[src/rtl/ps2_command_scheduler.sv]
`default_nettype none
// ============================================================================
// Module      : ps2_command_scheduler
// Description : PS/2 set-2 scan-code parser driving game commands
//               (move left/right, rate-limited fire, pause toggle).
// Revision    : 1.0 - initial release
// ============================================================================
module ps2_command_scheduler #(
    parameter int COOLDOWN_CYCLES = 2500000,
    parameter int PREFIX_TIMEOUT  = 500000
) (
    input  logic       clock,
    input  logic       reset,
    input  logic       ps2_key_pressed,
    input  logic [7:0] ps2_key_data,
    input  logic       game_active,
    output logic       move_left,
    output logic       move_right,
    output logic       fire,
    output logic       pause,
    output logic [1:0] parse_state
);

    localparam int CD_W = $clog2(COOLDOWN_CYCLES + 1);
    localparam int TO_W = $clog2(PREFIX_TIMEOUT + 1);
    localparam logic [CD_W-1:0] CD_LOAD = CD_W'(COOLDOWN_CYCLES - 1);
    localparam logic [TO_W-1:0] TO_LAST = TO_W'(PREFIX_TIMEOUT - 1);
    localparam logic DIR_LEFT  = 1'b0;
    localparam logic DIR_RIGHT = 1'b1;

    typedef enum logic [1:0] {
        IDLE    = 2'd0,
        EXT     = 2'd1,
        BRK     = 2'd2,
        EXT_BRK = 2'd3
    } state_t;

    state_t          state_q, state_d;
    logic [TO_W-1:0] to_cnt_q, to_cnt_d;
    logic [CD_W-1:0] cd_q, cd_d;
    logic            left_held_q, left_held_d;
    logic            right_held_q, right_held_d;
    logic            last_dir_q, last_dir_d;
    logic            p_held_q, p_held_d;
    logic            pause_q, pause_d;
    logic            fire_q, fire_d;
    logic            move_left_q, move_left_d;
    logic            move_right_q, move_right_d;

    logic key_valid, key_ext, key_break;
    logic is_left, is_right, is_fire, is_pause;

    // Parser: a strobe always takes priority over the prefix timeout.
    always_comb begin
        state_d   = state_q;
        to_cnt_d  = to_cnt_q;
        key_valid = 1'b0;
        key_ext   = 1'b0;
        key_break = 1'b0;
        if (ps2_key_pressed) begin
            to_cnt_d = '0;
            case (state_q)
                IDLE: begin
                    if (ps2_key_data == 8'hE0)      state_d = EXT;
                    else if (ps2_key_data == 8'hF0) state_d = BRK;
                    else                            key_valid = 1'b1;
                end
                EXT: begin
                    if (ps2_key_data == 8'hF0)      state_d = EXT_BRK;
                    else if (ps2_key_data == 8'hE0) state_d = EXT;
                    else begin
                        key_valid = 1'b1;
                        key_ext   = 1'b1;
                        state_d   = IDLE;
                    end
                end
                BRK: begin
                    key_valid = 1'b1;
                    key_break = 1'b1;
                    state_d   = IDLE;
                end
                EXT_BRK: begin
                    key_valid = 1'b1;
                    key_ext   = 1'b1;
                    key_break = 1'b1;
                    state_d   = IDLE;
                end
            endcase
        end else if (state_q != IDLE) begin
            if (to_cnt_q == TO_LAST) begin
                state_d  = IDLE;
                to_cnt_d = '0;
            end else begin
                to_cnt_d = to_cnt_q + TO_W'(1);
            end
        end
    end

    // Key actions; outputs are computed from next-state values so they
    // appear exactly one clock after the strobe.
    always_comb begin
        is_left  = key_valid & (key_ext ? (ps2_key_data == 8'h6B) : (ps2_key_data == 8'h1C));
        is_right = key_valid & (key_ext ? (ps2_key_data == 8'h74) : (ps2_key_data == 8'h23));
        is_fire  = key_valid & ~key_ext & (ps2_key_data == 8'h29);
        is_pause = key_valid & ~key_ext & (ps2_key_data == 8'h4D);

        left_held_d  = is_left  ? ~key_break : left_held_q;
        right_held_d = is_right ? ~key_break : right_held_q;
        p_held_d     = is_pause ? ~key_break : p_held_q;

        last_dir_d = last_dir_q;
        if (is_left & ~key_break)       last_dir_d = DIR_LEFT;
        else if (is_right & ~key_break) last_dir_d = DIR_RIGHT;

        pause_d = pause_q;
        if (!game_active)                             pause_d = 1'b0;
        else if (is_pause & ~key_break & ~p_held_q)   pause_d = ~pause_q;

        fire_d = is_fire & ~key_break & (cd_q == '0) & game_active & ~pause_q;

        cd_d = cd_q;
        if (fire_d)          cd_d = CD_LOAD;
        else if (cd_q != '0) cd_d = cd_q - CD_W'(1);

        move_left_d  = game_active & ~pause_d & left_held_d &
                       (~right_held_d | (last_dir_d == DIR_LEFT));
        move_right_d = game_active & ~pause_d & right_held_d &
                       (~left_held_d | (last_dir_d == DIR_RIGHT));
    end

    always_ff @(posedge clock or posedge reset) begin
        if (reset) begin
            state_q      <= IDLE;
            to_cnt_q     <= '0;
            cd_q         <= '0;
            left_held_q  <= 1'b0;
            right_held_q <= 1'b0;
            last_dir_q   <= DIR_LEFT;
            p_held_q     <= 1'b0;
            pause_q      <= 1'b0;
            fire_q       <= 1'b0;
            move_left_q  <= 1'b0;
            move_right_q <= 1'b0;
        end else begin
            state_q      <= state_d;
            to_cnt_q     <= to_cnt_d;
            cd_q         <= cd_d;
            left_held_q  <= left_held_d;
            right_held_q <= right_held_d;
            last_dir_q   <= last_dir_d;
            p_held_q     <= p_held_d;
            pause_q      <= pause_d;
            fire_q       <= fire_d;
            move_left_q  <= move_left_d;
            move_right_q <= move_right_d;
        end
    end

    assign move_left   = move_left_q;
    assign move_right  = move_right_q;
    assign fire        = fire_q;
    assign pause       = pause_q;
    assign parse_state = state_q;

endmodule
`default_nettype wire

[config.mk]
export PLATFORM = sky130hd
export DESIGN_NAME = ps2_command_scheduler
export DESIGN_NICKNAME = d
export VERILOG_FILES = /design/src/rtl/ps2_command_scheduler.sv
export SDC_FILE = /design/constraint.sdc
export NUM_CORES = 1
export LEC_CHECK = 0
export CAP_MARGIN = 20
export CORE_UTILIZATION = 53
export DETAILED_ROUTE_END_ITERATION = 12
export HOLD_SLACK_MARGIN = 0.02
export PLACE_DENSITY = 0.76
export REMOVE_ABC_BUFFERS = 1
export SKIP_LAST_GASP = 1
export SLEW_MARGIN = 40
export SYNTH_ARGS = -nofsm -noshare
export SYNTH_HDL_FRONTEND = slang
export SYNTH_SLANG_ARGS = --single-unit
[constraint.sdc]
create_clock -name clock -period 1.9 [get_ports clock]
set_input_delay 0.285 -clock clock [delete_from_list [all_inputs] [get_ports clock]]
set_output_delay 0.285 -clock clock [all_outputs]
set_load 0.02 [all_outputs]
; Yosys cells after proc, flatten, opt, wreduce, memory -nomap -nowiden
; Cells that the tools add are included.
[totals]
ramBits = 0
inputBits = 12
wordCells = 94
out_inout_bits = 6
register_bits = 51
mem_bits_ro = 0
latch_bits = 0
memories = 0
[op_classes]
n_lt_le_gt_ge = 0
eq_ne = 13
n_addsub = 2
muxes = 31
n_bitwise = 28
multipliers = 0
n_reduce_logical = 9
shifts = 0
div_mod_pow = 0
[op_table]
columns = operator, n
row1 = $mux 19, 3
row2 = $mux 22, 2
row3 = $eq 8x7->1 const B, 3
row4 = $logic_not 22->1, 1
row5 = $reduce_bool 22->1, 1
row6 = $sub 22x1->22 const B, 1
row7 = $add 19x1->19 const B, 1
row8 = $eq 19x19->1 const B, 1
row9 = $and 1x1->1, 18
row10 = $mux 1, 17
row11 = $eq 8x6->1 const B, 2
row12 = $eq 8x8->1 const B, 2
row13 = $mux 2, 6
row14 = $eq 8x5->1 const B, 1
row15 = $not 1->1, 8
row16 = $reduce_bool 2->1, 4
row17 = $pmux 2 s3, 1
row18 = $eq 2x2->1 const B, 2
row19 = $ne 4x4->1 const B, 1
row20 = $pmux 1 s3, 1
row21 = $reduce_and 3->1, 1
row22 = $eq 2x1->1 const B, 1
row23 = $logic_not 2->1, 1
row24 = $or 1x1->1, 2
row25 = 2 further kinds, 2

; Logic depth before layout (Yosys ltp)
; Gate-level depths: netlist of the first run.
[depth]
word_depth = 16
mapped_depth = 8
mapped_depth_nobuf = 7

; Worst setup path before layout of the first run
; OpenSTA, ideal clock, no wires.
[synth_path]
kind = register -> register
startpoint = reg cd_q[7]
endpoint = reg cd_q[20]
n_path_buf = 0
arrival_time_ps = 1910
synth_period_minus_slack_ps = 2035
setup_ps = 125
path_stages_with_launch = 6
slack_ps = -135
required_ps = 1775
cell_sequence = dfrtp_1 > or4_4 > nor4_4 > nand2_2 > or3_1 > mux2_4
[synth_via]
elab_chain_len = 5
elab_cells_between_ends = 9
cone_classes = add/sub (1) / mux (2) / bitwise (3) / reduce/logical (3)
[synth_lines]
columns = item, line_no
row1 = start: declaration, 40  ; logic [CD_W-1:0] cd_q, cd_d;
row2 = start signal: assignment, 135  ; cd_q <= '0;
row3 = start signal: assignment, 147  ; cd_q <= cd_d;
row4 = "parallel branches: the longest is 5 deep, another holds $sub 22x1->22", -
; Several ways; the timed one is not identified. The select of a mux whose other input is x is not followed.
; A chain may end at the register's enable or synchronous reset.

; Worst setup path after layout of the first run
; Ends and elaborated chain as after synthesis.

==> results of run 1 <==
[placed cells by master (no fill, tap or decap), types with 7 or more instances in the layout]
master / instances
sky130_fd_sc_hd__buf_4: 63
sky130_fd_sc_hd__dfrtp_1: 51
sky130_fd_sc_hd__nor2_1: 22
sky130_fd_sc_hd__nand2_1: 21
sky130_fd_sc_hd__nor2_4: 17
sky130_fd_sc_hd__clkdlybuf4s50_1: 17
sky130_fd_sc_hd__xnor2_1: 14
sky130_fd_sc_hd__nor3_1: 11
sky130_fd_sc_hd__xor2_1: 10
sky130_fd_sc_hd__nand3_1: 9
sky130_fd_sc_hd__inv_1: 7
[sequential cells by signal (all words and copies together) (netlist names)]
| name | cells |
|---|---|
| cd_q | 22 |
| fire | 1 |
| last_dir_q | 1 |
| left_held_q | 1 |
| move_left | 1 |
| move_right | 1 |
| p_held_q | 1 |
| parse_state | 2 |
| pause | 1 |
| right_held_q | 1 |
| to_cnt_q | 19 |
[metal layers]
metal,global-route usage,part of all wire,up-vias
met4,0.103,0.037,0
met3,0.0370,0.063,36
li1,-,-,1199
met5,0,0,-
met2,0.474,0.50,173
met1,0.369,0.39,1361
[area by class of cell]
type                       instances  share of cell area
multi-input combinational        218               0.445
tap                               67              0.0206
timing repair buffer              89               0.189
sequential                        51               0.313
inverter                           8             0.00736
clock buffer                       6              0.0178
clock inverter                     1             0.00736
[repair_timing]
item,CTS,global route
setup endpoints to repair,27,45
resized for setup,31,69
hold buffers,0,0
pin swaps,6,34
buffers inserted,4,4
[final timing paths]
path	startpoint	slack [ns]	end
worst max register to register	cd_q[7]	-0.31	cd_q[20]
worst min-delay path	reset	0.36	p_held_q
worst min register to register	right_held_q	0.52	right_held_q
min in group clock	right_held_q	0.52	right_held_q
worst max-delay path	cd_q[7]	-0.31	cd_q[20]
max in group asynchronous	reset	1.01	to_cnt_q[17]
[worst max-delay path, delay by kind of cell, from the launching register on]
family           cells  cell delay, ns
flip-flops           1            0.42
multiplexers         1            0.30
AND/OR/NAND/NOR      4            1.38
[power groups by stage]
| stage | logic (mW) | clock network (mW) | registers, mW |
|---|---|---|---|
| detailed placement | 0.275 | 0 | 1.16 |
| finish | 0.355 | 0.757 | 1.15 |
| global route | 0.376 | 0.791 | 1.15 |
| CTS | 0.287 | 0.745 | 1.14 |
| global placement | 0.267 | 0 | 1.16 |
| floorplan | 0.105 | 0 | 1.18 |
[logic make-up (layout without fill, tap and decap cells)]
family,count (synthesis),count (layout),synth area share
and+or+nand+nor,157,157,0.326
DFF,51,51,0.468
xor gates and xnor gates,25,25,0.0803
muxes,4,4,0.0170
buffers and inverters,14,104,0.0211
AOI/OAI and AO/OA,30,30,0.0780
adders and majority gates,2,2,0.00918
[through the flow]
step                      cells  cell area, sq um
after detailed placement    426              3450
after global routing        440              4080
after floorplan             277              2700
after global placement      426              3450
final                       440              4080
after CTS                   436              3720
[synthesized netlist by cell type, drive strengths merged, types with 6 or more instances]
library cell / count / area, sq um
dfrtp: 51 / 1280
nand3: 12 / 60.1
xnor2: 15 / 131
nand3b: 6 / 45.0
nand2: 22 / 85.1
inv: 8 / 30.0
nor2: 43 / 164
nor3: 16 / 91.3
nand2b: 6 / 37.5
xor2: 10 / 87.6
nand4: 6 / 37.5
==> flow_metrics.env, run 1 <==
export IMPL_run_status="complete, but fails checks"
export IMPL_violations_in_the_final_reports="setup timing"
export IMPL_routed_via_density=6.29
export IMPL_cts_sinks=51
export IMPL_coreArea_sq_um=4850
export IMPL_fmaxAchievable_mhz=453
export IMPL_worst_ep_arrival_time_ns=2.40
export IMPL_initialDrtViolationCount=200
export IMPL_place_ws_ns=-0.382
export IMPL_timing_slew_headroom=0.619
export IMPL_vdd_ir_drop_max_uv=546
export IMPL_cp_class="reg2reg"
export IMPL_wire_length_of_the_first_global_routing_pass_mm=11.6
export IMPL_synthArstFlopShare=1.00
export IMPL_gp_routability_congestion=0.899
export IMPL_sequentialPowerShare=0.508
export IMPL_mappedNetlistArea_sq_um=2730
export IMPL_seq_area_frac_synth=0.468
export IMPL_power_internal_mw=1.68
export IMPL_hpwl_mm=4.76
export IMPL_mapped_cells=283
export IMPL_drt_pass1_iterations=5
export IMPL_power_per_cell_area_nw_per_um2=554
export IMPL_overflow=0
export IMPL_seqCellArea_sq_um=1280
export IMPL_grt_antenna_before_repair=0
export IMPL_clk_latency_ns=0.31
export IMPL_final_setup_viol_count=43
export IMPL_dieArea_sq_um=5430
export IMPL_placementRows=25
export IMPL_die_height_um=73.7
export IMPL_layout_drive_gt1_share=0.391
export IMPL_final_core_utilization=0.841
export IMPL_postSynth_topFlopCell="sky130_fd_sc_hd__dfrtp_1"
export IMPL_clock_tree_buf_depth=2
export IMPL_grt_pass1_vias=2501
export IMPL_chipWidth_um=73.7
export IMPL_drc_errors=0
export IMPL_static_leakage_nw=1.72
export IMPL_timing_critical_path_slowest_stage_cell="sky130_fd_sc_hd__or4_4"
export IMPL_rr_worst_depth=5
export IMPL_worstPathCellList="or4_4 > nor4_4 > nand2_2 > or3_4 > mux2_4"
export IMPL_hold_viol=0
export IMPL_port_buffers=17
export IMPL_num_io_pins=18
export IMPL_antennaDiodeCount=0
export IMPL_layout_min_cycle_time_ns=2.21
export IMPL_tightestPinTransition_ns=0.563
export IMPL_postLayoutSetupSlackWorst_ns=-0.308
export IMPL_grt_util_all_layers=0.281
export IMPL_worst_hold_slack_ns=0.360
export IMPL_finalMaxSlewViolations=0
export IMPL_final_net_count=387
export IMPL_tritoncts_clock_tree="built"
export IMPL_comb_power_share=0.157
export IMPL_min_path_type="in2async"
export IMPL_post_layout_total_power_mw=2.26
export IMPL_cpPeakStageDelay_ns=0.55
export IMPL_clock_skew_ns=0.0154
export IMPL_antenna_left=0
export IMPL_synth_edff_count=0
export IMPL_grt_setup_unrepaired="true"
export IMPL_finalCritPeriodShare=1.16
export IMPL_route_final_wire_length_mm=9.26
export IMPL_num_fill_cells=229
export IMPL_area_growth_syn_to_layout_pct=49.6
export IMPL_critical_path_endpoint_type="flop"
export IMPL_fin_tns_setup_ns=-5.45
export IMPL_cp_required_ns=2.09
export IMPL_cts_root_buffer="sky130_fd_sc_hd__clkbuf_8"
export IMPL_synth_yosys_warnings=0
export IMPL_multiInputGateArea_sq_um=1810
export IMPL_startpoint_type="flop"
export IMPL_tritoncts_num_buffers=5
export IMPL_h_tree_depth=2
export IMPL_initial_core_util=0.562
export IMPL_worstPathMaxFanout=4
export IMPL_routed_wire_length_per_instance_um=21.0
export IMPL_switching_power_uw=582
export IMPL_cap_violations=0
export IMPL_clkPwrFrac=0.335
export IMPL_via_count=2769
export IMPL_power_switching_share=0.258
export IMPL_post_synth_num_cell_types=53
export IMPL_grt_start_max_net_pins=21
export IMPL_yosys_register_bits=51
export IMPL_syn_mean_instance_area_sq_um=9.63
export IMPL_clk_pin_slew_worst_paths_ns=0.10
(Power assumes the default switching activity.)
==> inputs of run 2 (changes only) <==
Settings changed: CORE_MARGIN from default to 2, SLEW_MARGIN 40 to 0.
==> run 2 against run 1 <==
  * Critical endpoint is now cd_q[10]
  * Final cell count is 1.1% higher
  * The run still ends with setup timing left
  * Maximum frequency grew 4.4%
  * Die area increased by 5.5%
  * Clock skew fell by 0.0098 ns
  * Sequential share of layout area up 1.8 points
  * Combinational power is 12% lower
  * Sequential power is essentially flat
==> flow_metrics.env, run 2 (same netlist as run 1, synthesis figures left out) <==
export IMPL_fin_tns_setup_ns=-2.03
export IMPL_cts_root_buffer="sky130_fd_sc_hd__clkbuf_8"
export IMPL_worstPathMaxFanout=4
export IMPL_postPlaceCellArea_sq_um=3450
export IMPL_final_core_utilization=0.765
export IMPL_layout_cells_most_common_list="sky130_fd_sc_hd__buf_4 (68), sky130_fd_sc_hd__dfrtp_1 (51), sky130_fd_sc_hd__nor2_1 (39)"
export IMPL_tritoncts_clock_tree="built"
export IMPL_post_layout_total_power_mw=2.36
export IMPL_clk_pin_slew_worst_paths_ns=0.10
export IMPL_grt_setup_unrepaired="true"
export IMPL_worst_ep_arrival_time_ns=2.30
export IMPL_dieArea_sq_um=5730
export IMPL_routed_wire_length_per_instance_um=16.2
export IMPL_run_status="complete, but fails checks"
export IMPL_critical_path_startpoint="cd_q[13]"
export IMPL_cts_sinks=51
export IMPL_wl_met1_mm=3.03
export IMPL_place_ws_ns=-0.342
export IMPL_grt_util_all_layers=0.238
export IMPL_gp_routability_congestion=0.813
export IMPL_maxUsedRoutingLayer="met4"
export IMPL_antennaDiodeCount=0
export IMPL_grt_pass1_vias=2378
export IMPL_met3RoutedLength_um=271
export IMPL_layout_cell_area_non_filler_sq_um=3860
export IMPL_vdd_ir_drop_max_uv=465
export IMPL_cp_class="reg2reg"
export IMPL_die_height_um=75.7
export IMPL_postLayoutSetupSlackWorst_ns=-0.214
export IMPL_grt_antenna_before_repair=0
export IMPL_clock_tree_buf_depth=2
export IMPL_wire_length_of_the_first_global_routing_pass_mm=10.4
export IMPL_drc_errors=0
export IMPL_worst_hold_slack_ns=0.283
export IMPL_critical_path_endpoint_type="flop"
export IMPL_route_final_wire_length_mm=7.23
export IMPL_layout_min_cycle_time_ns=2.11
export IMPL_startpoint_type="flop"
export IMPL_finalCritPeriodShare=1.11
export IMPL_timing_slew_headroom=0.659
export IMPL_placed_cells=428
export IMPL_chipWidth_um=75.7
export IMPL_placementRows=26
export IMPL_number_of_flip_flops_under_the_largest_register_name=22
export IMPL_tightestPinTransition_ns=0.507
export IMPL_worst_r2r_startpoint="cd_q[13]"
export IMPL_fmaxAchievable_mhz=473
export IMPL_coreArea_sq_um=5040
export IMPL_hold_viol=0
export IMPL_power_internal_mw=1.81
export IMPL_num_io_pins=18
export IMPL_max_flop_register="cd_q"
export IMPL_via_count=2518
export IMPL_power_switching_share=0.234
export IMPL_num_fill_cells=330
export IMPL_switching_power_uw=551
export IMPL_crit_end="cd_q[10]"
export IMPL_clk_latency_ns=0.31
export IMPL_cp_required_ns=2.09
export IMPL_power_per_cell_area_nw_per_um2=612
export IMPL_clock_skew_ns=0.00556
export IMPL_min_path_type="in2async"
export IMPL_comb_power_share=0.133
export IMPL_final_instance_count_excl_fill=445
export IMPL_port_buffers=17
export IMPL_sequentialPowerShare=0.485
export IMPL_layout_drive_gt1_share=0.317
export IMPL_rr_worst_depth=6
export IMPL_clkPwrFrac=0.382
export IMPL_h_tree_depth=2
export IMPL_finalMaxSlewViolations=0
export IMPL_cap_violations=0
export IMPL_most_frequent_standard_cell_in_the_layout_excluding_fill_and_tap_cells="sky130_fd_sc_hd__buf_4"
export IMPL_final_setup_viol_count=19
export IMPL_initialDrtViolationCount=144
export IMPL_antenna_left=0
export IMPL_drt_pass1_iterations=4
export IMPL_initial_core_util=0.541
export IMPL_routed_via_density=5.66
export IMPL_overflow=0
export IMPL_final_net_count=388
export IMPL_hpwl_mm=4.50
export IMPL_tritoncts_num_buffers=5
export IMPL_detailroute_wirelength_met2_mm=3.85
export IMPL_area_growth_syn_to_layout_pct=41.4
export IMPL_violations_in_the_final_reports="setup timing"
export IMPL_static_leakage_nw=1.72
export IMPL_cts_hold_buffers_added=0
export IMPL_regToRegEndpoint="cd_q[10]"
export IMPL_grt_start_max_net_pins=25
export IMPL_setup_reg_to_reg_worst_slack_ns=-0.21
[run 2: cell count changes in the layout (fill, tap and decap cells not counted), sizes merged]
cell and delta:
dlygate4sd2 +1, buf +1, clkdlybuf4s50 -1, bufinv +1
[run 2: critical path, cell delays in order, from the launching register on]
cell and delay (ns):
sky130_fd_sc_hd__dfrtp_1 0.40, sky130_fd_sc_hd__or4_4 0.57, sky130_fd_sc_hd__nor3_4 0.32, sky130_fd_sc_hd__o41ai_2 0.13, sky130_fd_sc_hd__buf_4 0.18, sky130_fd_sc_hd__o31ai_1 0.27
sky130_fd_sc_hd__o21ai_1 0.12
[run 2: final cells by class]
cell class | instances | area, sq um | share of cell area
Multi-Input combinational cell | 218 | 1570 | 0.408
Sequential cell | 51 | 1280 | 0.331
Timing Repair Buffer | 90 | 757 | 0.196
Tap cell | 70 | 87.6 | 0.0227
Clock buffer | 6 | 72.6 | 0.0188
Clock inverter | 2 | 60.1 | 0.0156
Inverter | 8 | 30.0 | 0.00779
[run 2: routing by layer]
| metal | global-route usage | vias up |
|---|---|---|
| met1 | 0.305 | 1253 |
| met3 | 0.0410 | 6 |
| met2 | 0.401 | 56 |
| met5 | 0 | - |
| li1 | - | 1203 |
| met4 | 0.0916 | 0 |
[run 2: power by group through the flow]
| stage | logic, mW | registers [mW] | clock network (mW) |
|---|---|---|---|
| CTS | 0.273 | 1.14 | 0.915 |
| finish | 0.314 | 1.14 | 0.902 |
| global route | 0.338 | 1.15 | 0.967 |
| detailed placement | 0.266 | 1.16 | 0 |
| global placement | 0.259 | 1.16 | 0 |
| floorplan | 0.105 | 1.18 | 0 |
[run 2: timing repair]
item | in CTS | in global routing
setup buffers | 3 | 8
resized for setup | 8 | 35
pin swaps | 3 | 10
endpoints found under the setup margin | 34 | 44
[run 2: how the worst min path moves through the flow]
stage                          end  slack, ns  cells past startpoint
finish                to_cnt_q[13]       0.28                      2
global route          to_cnt_q[12]       0.32                      2
CTS                   to_cnt_q[12]       0.29                      2
detailed placement    to_cnt_q[18]       0.48                      1
global placement      to_cnt_q[18]       0.48                      1
floorplan           parse_state[0]       0.37                      1
